**config.mk**
```make
export PLATFORM = sky130hd
export DESIGN_NAME = icache
export DESIGN_NICKNAME = d
export VERILOG_FILES = /design/src/rtl/icache.sv
export SDC_FILE = /design/constraint.sdc
export NUM_CORES = 1
export LEC_CHECK = 0
export CORE_MARGIN = 1.5
export CORE_UTILIZATION = 50
export DETAILED_ROUTE_END_ITERATION = 8
export MAX_ROUTING_LAYER = met4
export PLACE_DENSITY = 0.74
export SLEW_MARGIN = 15
export SYNTH_ARGS = -nofsm -noshare
export SYNTH_HDL_FRONTEND = slang
export SYNTH_SLANG_ARGS = --single-unit
```
**constraint.sdc**
```tcl
create_clock -name CLK -period 11.9 [get_ports CLK]
set_input_delay 3.57 -clock CLK [delete_from_list [all_inputs] [get_ports CLK]]
set_output_delay 3.57 -clock CLK [all_outputs]
set_load 0.01 [all_outputs]
```
**src/rtl/icache.sv**
```systemverilog
// icache: direct-mapped, one-word-block instruction cache.
// A hit is answered combinationally. A miss runs a single-word fill over the
// iREN/iwait handshake, and the fetch is then served as a hit from the new frame.
// Hit and miss counters are kept for performance runs.
module icache #(
    parameter int SETS = 16
) (
    input  logic        CLK,
    input  logic        nRST,
    input  logic        imemREN,
    input  logic [31:0] imemaddr,
    output logic        ihit,
    output logic [31:0] imemload,
    output logic        iREN,
    output logic [31:0] iaddr,
    input  logic        iwait,
    input  logic [31:0] iload,
    output logic [31:0] hit_count,
    output logic [31:0] miss_count
);
    localparam int IDX = $clog2(SETS);
    localparam int TAG = 30 - IDX;

    typedef enum logic {
        IDLE  = 1'b0,
        FETCH = 1'b1
    } state_t;

    state_t state_reg, state_next;

    logic           valid_reg [SETS];
    logic [TAG-1:0] tag_reg   [SETS];
    logic [31:0]    data_reg  [SETS];

    logic [31:0] hit_count_reg;
    logic [31:0] miss_count_reg;

    logic [IDX-1:0] index;
    logic [TAG-1:0] tag;
    logic           match;
    logic           fill_en;
    logic           miss_start;
    logic [SETS-1:0] frame_we;

    // Word-aligned fetches: the byte offset carries no information here.
    logic unused_addr_bits;
    assign unused_addr_bits = ^imemaddr[1:0];

    assign index = imemaddr[IDX+1:2];
    assign tag   = imemaddr[31:IDX+2];
    assign match = valid_reg[index] && (tag_reg[index] == tag);

    // No hit-under-miss: a matching frame is ignored while a fill is pending.
    assign ihit       = imemREN && match && (state_reg == IDLE);
    assign imemload   = data_reg[index];
    assign iREN       = (state_reg == FETCH);
    assign iaddr      = imemaddr;
    assign hit_count  = hit_count_reg;
    assign miss_count = miss_count_reg;

    // One write enable per frame, selected by the fetch index during a fill.
    for (genvar gi = 0; gi < SETS; gi++) begin : g_frame_we
        assign frame_we[gi] = fill_en && (index == IDX'(gi));
    end

    // Next-state logic: start a fill on a miss, finish it when the controller answers.
    always_comb begin
        state_next = state_reg;
        fill_en    = 1'b0;
        miss_start = 1'b0;
        case (state_reg)
            IDLE: begin
                if (imemREN && !match) begin
                    state_next = FETCH;
                    miss_start = 1'b1;
                end
            end
            FETCH: begin
                if (!imemREN) begin
                    // Fetch withdrawn: abandon the fill and leave every frame intact.
                    state_next = IDLE;
                end else if (!iwait) begin
                    fill_en    = 1'b1;
                    state_next = IDLE;
                end
            end
            default: state_next = IDLE;
        endcase
    end

    // FSM state register.
    always_ff @(posedge CLK or negedge nRST) begin
        if (!nRST) begin
            state_reg <= IDLE;
        end else begin
            state_reg <= state_next;
        end
    end

    // Frame storage: cleared on reset, overwritten unconditionally on a fill.
    always_ff @(posedge CLK or negedge nRST) begin
        if (!nRST) begin
            for (int i = 0; i < SETS; i++) begin
                valid_reg[i] <= 1'b0;
                tag_reg[i]   <= '0;
                data_reg[i]  <= '0;
            end
        end else begin
            for (int i = 0; i < SETS; i++) begin
                if (frame_we[i]) begin
                    valid_reg[i] <= 1'b1;
                    tag_reg[i]   <= tag;
                    data_reg[i]  <= iload;
                end
            end
        end
    end

    // Performance counters; both wrap naturally at 32 bits.
    always_ff @(posedge CLK or negedge nRST) begin
        if (!nRST) begin
            hit_count_reg  <= '0;
            miss_count_reg <= '0;
        end else begin
            if (ihit) begin
                hit_count_reg <= hit_count_reg + 32'd1;
            end
            if (miss_start) begin
                miss_count_reg <= miss_count_reg + 32'd1;
            end
        end
    end

endmodule

```
==> results of run 1 <==
synth_stat cells, types with 3 or more instances:
master	n	area [µm²]
sky130_fd_sc_hd__a2111oi_0	5	43.8
sky130_fd_sc_hd__a21oi_1	5	25.0
sky130_fd_sc_hd__a22o_1	7	61.3
sky130_fd_sc_hd__a22oi_1	8	60.1
sky130_fd_sc_hd__a31oi_1	3	18.8
sky130_fd_sc_hd__and2_1	6	37.5
sky130_fd_sc_hd__and3_1	17	106
sky130_fd_sc_hd__buf_1	40	150
sky130_fd_sc_hd__buf_2	19	95.1
sky130_fd_sc_hd__buf_4	45	338
sky130_fd_sc_hd__buf_6	14	158
sky130_fd_sc_hd__clkbuf_1	172	646
sky130_fd_sc_hd__dfrtp_1	1009	25200
sky130_fd_sc_hd__inv_1	15	56.3
sky130_fd_sc_hd__mux2_2	894	10100
sky130_fd_sc_hd__mux2i_1	74	741
sky130_fd_sc_hd__mux4_1	29	762
sky130_fd_sc_hd__mux4_2	219	4930
sky130_fd_sc_hd__nand2_1	85	319
sky130_fd_sc_hd__nand2b_1	10	62.6
sky130_fd_sc_hd__nand3_1	39	195
sky130_fd_sc_hd__nand4_1	16	100
sky130_fd_sc_hd__nor2_1	36	135
sky130_fd_sc_hd__nor2b_1	12	75.1
sky130_fd_sc_hd__nor3_1	21	105
sky130_fd_sc_hd__nor3b_1	4	30.0
sky130_fd_sc_hd__nor4_1	14	87.6
sky130_fd_sc_hd__nor4b_1	6	52.6
sky130_fd_sc_hd__o2111ai_1	4	35.0
sky130_fd_sc_hd__o211ai_1	3	22.5
sky130_fd_sc_hd__o21a_1	4	30.0
sky130_fd_sc_hd__o21ai_0	51	255
sky130_fd_sc_hd__o221ai_1	3	26.3
sky130_fd_sc_hd__o22ai_1	9	56.3
sky130_fd_sc_hd__or2_2	15	93.8
sky130_fd_sc_hd__or3_1	3	18.8
sky130_fd_sc_hd__xnor2_1	35	307
sky130_fd_sc_hd__xor2_1	55	482
per-stage QoR:
step	power (mW)	util [%]	hold slack, ns
CTS	8.53	57.5	0.462
finish	8.47	57.5	0.457
global placement	5.08	53.6	0.442
global route	8.79	57.5	0.476
detailed placement	5.16	53.6	0.445
floorplan	4.75	-	0.425
cell families after synthesis:
group | after synthesis | share of synthesized area, %
multiplexers | 1218 | 35.6
adder cells (fa/ha/maj) | 2 | 0.0538
XOR/XNOR | 90 | 1.70
buffers and inverters | 309 | 3.21
AND/OR/NAND/NOR | 299 | 3.38
flip-flops | 1009 | 54.3
AO/OA/AOI/OAI | 123 | 1.79
routing by layer:
metal / up-vias / track usage (%) / share of wire (%)
met2: 872 / 41.7 / 49
met4: 0 / 7.41 / 2.7
li1: 11400 / - / -
met3: 237 / 4.40 / 6.0
met1: 14800 / 34.0 / 42
met5: - / - / 0
worst max-delay path, cell delays in order:
cell,delay (ns)
sky130_fd_sc_hd__buf_8,0.47
sky130_fd_sc_hd__buf_4,0.55
sky130_fd_sc_hd__mux4_1,0.62
sky130_fd_sc_hd__mux2i_1,0.30
sky130_fd_sc_hd__o22ai_1,0.12
sky130_fd_sc_hd__o22ai_1,0.28
sky130_fd_sc_hd__nand2_1,0.17
sky130_fd_sc_hd__or4b_4,0.62
sky130_fd_sc_hd__nor2_2,0.22
sky130_fd_sc_hd__clkdlybuf4s50_1,0.57
worst paths after layout:
check | from | to | slack [ns] | cells after the start
max in group asynchronous | nRST | hit_count[30] | 6.78 | 3
max reg2reg | tag_reg[146] | miss_count[18] | 8.07 | 9
max | imemaddr[3] | ihit | 0.71 | 10
min in group asynchronous | nRST | tag_reg[227] | 2.89 | 1
min | valid_reg[15] | valid_reg[15] | 0.46 | 1
min reg2reg | valid_reg[15] | valid_reg[15] | 0.46 | 1
layout make-up:
| cell class | instances | area [µm²] | share of cell area [%] |
|---|---|---|---|
| flip-flops and latches | 1009 | 25200 | 47.7 |
| multi-input cells | 1732 | 19900 | 37.6 |
| clock buffers | 148 | 3110 | 5.88 |
| repair buffers | 256 | 2530 | 4.78 |
| well taps | 1243 | 1560 | 2.94 |
| clock inverters | 36 | 463 | 0.875 |
| inverters | 16 | 60.1 | 0.114 |
| diodes | 9 | 22.5 | 0.0426 |
power by group through the flow:
stage	clock, mW	sequential (mW)	combinational [mW]
global route	3.56	4.07	1.16
CTS	3.42	4.02	1.09
global placement	0	4.04	1.04
detailed placement	0	4.08	1.08
floorplan	0	4.01	0.741
finish	3.37	4.03	1.07
==> summary.txt, run 1 <==
Run status
  – Status: finished, final reports clean

Power and ir drop
  – Peak ir drop on the vdd network: 0.112 mV
  – Relative contribution of the clock network to total power: 39.8%
  – Leakage dissipation: 24.5 nW
  – Fraction of power consumed by combinational cells: 12.7%
  – Sw power: 2.04 mW
  – PwrDens: 160 mW/mm²
  – Reg power frac: 47.6%
  – Power Internal: 6.43 mW
  – Fraction of power spent switching nets: 24.0%

Cells and area
  – Filler Cells Inserted: 7,036
  – Most used cells in the layout excluding fill and tap cells: sky130_fd_sc_hd__dfrtp_1 (1,009), sky130_fd_sc_hd__mux2_2 (894), sky130_fd_sc_hd__mux4_2 (219)
  – Post-route design area: around 0.053 mm²
  – Number of nets in the layout: 3,190
  – Flip-flop count of the largest register after layout: 512
  – Most frequent standard cell in the layout excluding fill and tap cells: sky130_fd_sc_hd__dfrtp_1
  – Number of non-filler instances in the completed layout: between 4,000 and 5,000
  – Ratio of cells with drive above 1 in the final layout: 43.6%
  – Area grow syn2layout: 13.8%

Worst setup path
  – Arrival time of data at the critical path endpoint: approximately 7.6 ns
  – Sort of element at the end of the critical path: output port
  – Critical path class: input pin to output port
  – Required time at the endpoint of the critical path: 8.33 ns
  – Largest fanout on the critical path: between 60 and 70
  – Kind of start point of the critical path: input pin

Timing
  – Upper clock frequency limit: 0.0894 GHz
  – Max-slew violation count: 0
  – Final setup violation count: 0
  – Final critical-path required period: around 11 ns
  – Headroom to the max-slew limit: 23.6%
  – Clock skew: 0.0236 ns
  – Setup repair after global routing missed its margin: false
  – Fin worst setup slack: roughly 0.7 ns
  – Crit share post-route: a little over nine tenths
  – Number of hold violations in the final report: 0
  – Sum Neg Setup Slack: 0 ns
  – Transition time at the pin with the least slew margin: 1.15 ns

Synthesis
  – Number of cells produced by synthesis: around 3,000
  – Net Count, Synth: roughly 3,100
  – Count of unique library cells instantiated by Yosys: 71
  – Yosys warning count: 0
  – Number of synthesized flops with an enable pin: 0
  – Post-synthesis sequential element count: 1,009
  – Share of synthesized flip-flops with an asynchronous set or reset: 100%
  – Main synth FF type: sky130_fd_sc_hd__dfrtp_1
  – Post-synthesis instance area: 0.0465 mm²
  – Mapped Avg Cell Area: 15.2 µm²
  – Register area share after synthesis: 54.3%

Floorplan
  – I/O Pins: 198
  – Std-Cell Rows: 111
  – Placeable core region: 0.0919 mm²
  – Floorplan die height: 308 µm
  – Die width: 308 µm
  – Die ar.: 0.0948 mm²
  – Starting Density: between 50% and 60%

Drt
  – Vias: about 27,000
  – Routed WL: 116 mm
  – First DRT Iteration DRCs: 2,290
  – Count of TritonRoute iterations in the first routing pass: 7
  – Post-DR vias/cell: 6.13
  – DR DRC count: 0
  – Antenna-violating nets left: 0
  – Wirelength per Cell: 26.1 µm

Placement
  – Area after detailed placement: 0.0493 mm²
  – Dpl hpwl: 68.1 mm
  – Setup slack after placement: 0.746 ns
  – Quantity of I/O buffers inserted on ports: ~190
  – Post-Place Cells: 4,255
  – Final weighted congestion in routability-driven placement: 0.915

Global route
  – Total global-route track usage: 25.9%
  – Number of antenna violations at the first check in global routing: 8
  – Overflow after GRT: 0
  – Maximum number of pins on one net before global-route repair: 202
  – Global-route wire length before repair: 182 mm
  – Vias in the first global route: 29,400

Clock network
  – CTS H-Tree Depth: 3
  – Count of cells resized by post-cts repair: 0
  – Number of clock sinks seen by CTS: 1,009
  – CTS tree: yes
  – Clock Root Buffer: sky130_fd_sc_hd__clkbuf_16
  – CTS Hold Bufs: 0
  – Post-CTS Setup Inserts: 0
  – Clock latency on the worst-skew pair: 0.69 ns
  – Clk slew on worst S/H paths: 0.06 ns
  – TritonCTS buffer count: 105
  – Max Root-Sink Buffers: 3

Run
  – Total of max-cap violations: 0

Hold path
  – Hold crit path type: register to register
Power figures use the tool's default switching activity.
==> run 2, diff against run 1 <==
- CAP_MARGIN: not set -> 20
- SKIP_LAST_GASP: not set -> 1
==> run 2 against run 1 <==
  * Maximum frequency is 0.15% higher
  * Final cell count is essentially flat
  * Global-route usage barely moved
  * First-iteration DRC count increased by 3.8%
  * Wire length up 0.28%
  * Sequential power barely moved
  * Critical path depth grew 2
  * Largest cell class unchanged
  * Critical path type unchanged
  * Largest power group unchanged
==> summary.txt, run 2 (synthesized netlist as in run 1, its figures left out) <==
Global route
  – Vias in the first global route: 29,300
  – Overflow after GRT: 0
  – Total global-route track usage: 25.9%
  – Maximum number of pins on one net before global-route repair: 202
  – Number of antenna violations at the first check in global routing: 6
  – Global-route wire length before repair: 181 mm

Drt
  – First DRT Iteration DRCs: around 2,400
  – DR DRC count: 0
  – Antenna-violating nets left: 0
  – Post-DR vias/cell: between 6 and 7
  – Routed WL: 117 mm
  – Count of TritonRoute iterations in the first routing pass: 5
  – Wirelength per Cell: 26.2 µm
  – Vias: 27,100

Power and ir drop
  – Power Internal: 6.38 mW
  – Leakage dissipation: 24.5 nW
  – PwrDens: about 160 mW/mm²
  – Total power after layout: 8.40 mW
  – Peak ir drop on the vdd network: 0.150 mV
  – Relative contribution of the clock network to total power: 39.3%
  – Fraction of power consumed by combinational cells: about an eighth
  – Sw power: 2.02 mW
  – Fraction of power spent switching nets: 24.1%
  – Reg power frac: 47.9%

Worst setup path
  – Sort of element at the end of the critical path: output port
  – Arrival time of data at the critical path endpoint: 7.60 ns
  – Critical path class: input pin to output port
  – CP most frequent cell: sky130_fd_sc_hd__nand4_1
  – Cell-by-cell trace of the critical path: buf_8 -> buf_12 -> nor2b_1 -> buf_4 -> a22o_1 -> or4_1 -> nand4_1 -> o31ai_2 -> nand4_1 -> or4b_4 -> nor2_2 -> clkdlybuf4s50_1
  – Largest fanout on the critical path: between 60 and 70
  – Kind of start point of the critical path: input pin
  – Crit. Startpoint: imemaddr[3]
  – Count of buffering cells on the critical path with inverters included: 4
  – Largest delay share family, worst path: buffers and inverters
  – Required time at the endpoint of the critical path: 8.33 ns
  – Worst reg2reg path startpoint: tag_reg[408]
  – Largest stage delay on the critical path: 0.59 ns
  – Critical-path top delay cell: sky130_fd_sc_hd__or4b_4

Timing
  – Final setup violation count: 0
  – Crit share post-route: 93.9%
  – Number of hold violations in the final report: 0
  – Final critical-path required period: 11.17 ns
  – Max-slew violation count: 0
  – Clock skew: 0.0287 ns
  – Fin worst setup slack: 0.730 ns
  – Transition time at the pin with the least slew margin: 1.10 ns
  – Upper clock frequency limit: 0.0895 GHz
  – Headroom to the max-slew limit: between 20% and 30%
  – Sum Neg Setup Slack: 0 ns
  – Setup repair after global routing missed its margin: false

Placement
  – Quantity of I/O buffers inserted on ports: just under 200
  – Setup slack after placement: approximately 0.77 ns
  – Dpl hpwl: 68.3 mm
  – Final weighted congestion in routability-driven placement: between 0.9 and 1
  – Area after detailed placement: 0.0493 mm²

Clock network
  – CTS tree: yes
  – Count of cells resized by post-cts repair: 0
  – Clock Root Buffer: sky130_fd_sc_hd__clkbuf_16
  – CTS H-Tree Depth: 3
  – Post-CTS Setup Inserts: 0
  – TritonCTS buffer count: 104
  – Number of clock sinks seen by CTS: 1,009
  – Clock latency on the worst-skew pair: 0.68 ns
  – Clk slew on worst S/H paths: about 0.060 ns
  – Max Root-Sink Buffers: 3
  – CTS Hold Bufs: 0

Cells and area
  – Register area: 0.0252 mm²
  – Number of nets in the layout: between 3,000 and 4,000
  – Post-route design area: 0.0528 mm²
  – Ratio of cells with drive above 1 in the final layout: 43.3%
  – Utilization after layout: 57.4%
  – Filler Cells Inserted: 7,001
  – Most used cells in the layout excluding fill and tap cells: sky130_fd_sc_hd__dfrtp_1 (1,009), sky130_fd_sc_hd__mux2_2 (894), sky130_fd_sc_hd__mux4_2 (219)
  – Area of combinational cells with multiple inputs: 0.0199 mm²
  – Area grow syn2layout: 13.6%
  – Most frequent standard cell in the layout excluding fill and tap cells: sky130_fd_sc_hd__dfrtp_1
  – Flip-flop count of the largest register after layout: 512

Floorplan
  – Placeable core region: slightly above 0.09 mm²
  – Die ar.: 0.0948 mm²
  – Floorplan die height: 308 µm
  – Die width: between 300 and 400 µm
  – Starting Density: 50.6%
  – Std-Cell Rows: 111
  – I/O Pins: 198

Hold path
  – Hold crit path type: register to register
  – Hold Path Origin: valid_reg[15]

Run status
  – Status: finished, final reports clean

Run
  – Total of max-cap violations: 0
## run 2: final timing paths
path | endpoint | slack, ns | depth (start not counted)
worst min-delay path | valid_reg[15] | 0.46 | 1
min in group asynchronous | tag_reg[227] | 2.90 | 1
worst max-delay path | ihit | 0.73 | 12
worst min register to register | valid_reg[15] | 0.46 | 1
max in group asynchronous | hit_count[6] | 6.74 | 3
worst max register to register | hit_count[30] | 8.25 | 9
## run 2: cell type report
type                            instances  share of cell area [%]
Clock inverter                         32                   0.824
Tap cell                             1243                    2.94
Multi-Input combinational cell       1732                    37.7
Clock buffer                          150                    5.73
Inverter                               16                   0.114
Timing Repair Buffer                  258                    4.86
Antenna cell                            6                  0.0284
Sequential cell                      1009                    47.8
## run 2: routing by layer
layer  part of all wire, %  track usage (%)
met1                    42             34.2
met2                    49             41.3
met3                   6.1             4.54
met4                   2.8             7.78
met5                     0                -
## run 2: per-stage QoR
stage,hold slack (ns),instances
6_report,0.458,4446
2_1_floorplan,0.425,3050
3_5_place_dp,0.445,4256
5_1_grt,0.475,4446
4_1_cts,0.462,4438
3_3_place_gp,0.442,4255
## run 2: worst register-to-register path, stage by stage, from the launching register on
cell and delay, ns:
sky130_fd_sc_hd__dfrtp_1 0.38, sky130_fd_sc_hd__nor2b_1 0.13, sky130_fd_sc_hd__a2111oi_0 0.59, sky130_fd_sc_hd__or4_1 0.22
sky130_fd_sc_hd__nand4_1 0.11, sky130_fd_sc_hd__o31ai_2 0.52, sky130_fd_sc_hd__nand4b_1 0.30, sky130_fd_sc_hd__or4_1 0.86
sky130_fd_sc_hd__nor4_4 0.26, sky130_fd_sc_hd__xor2_1 0.19
## run 2: power by group through the flow
stage / clock network (mW) / registers, mW / logic (mW)
floorplan: 0 / 4.01 / 0.741
global placement: 0 / 4.04 / 1.04
detailed placement: 0 / 4.08 / 1.08
CTS: 3.35 / 4.02 / 1.09
global route: 3.49 / 4.07 / 1.16
finish: 3.30 / 4.03 / 1.07
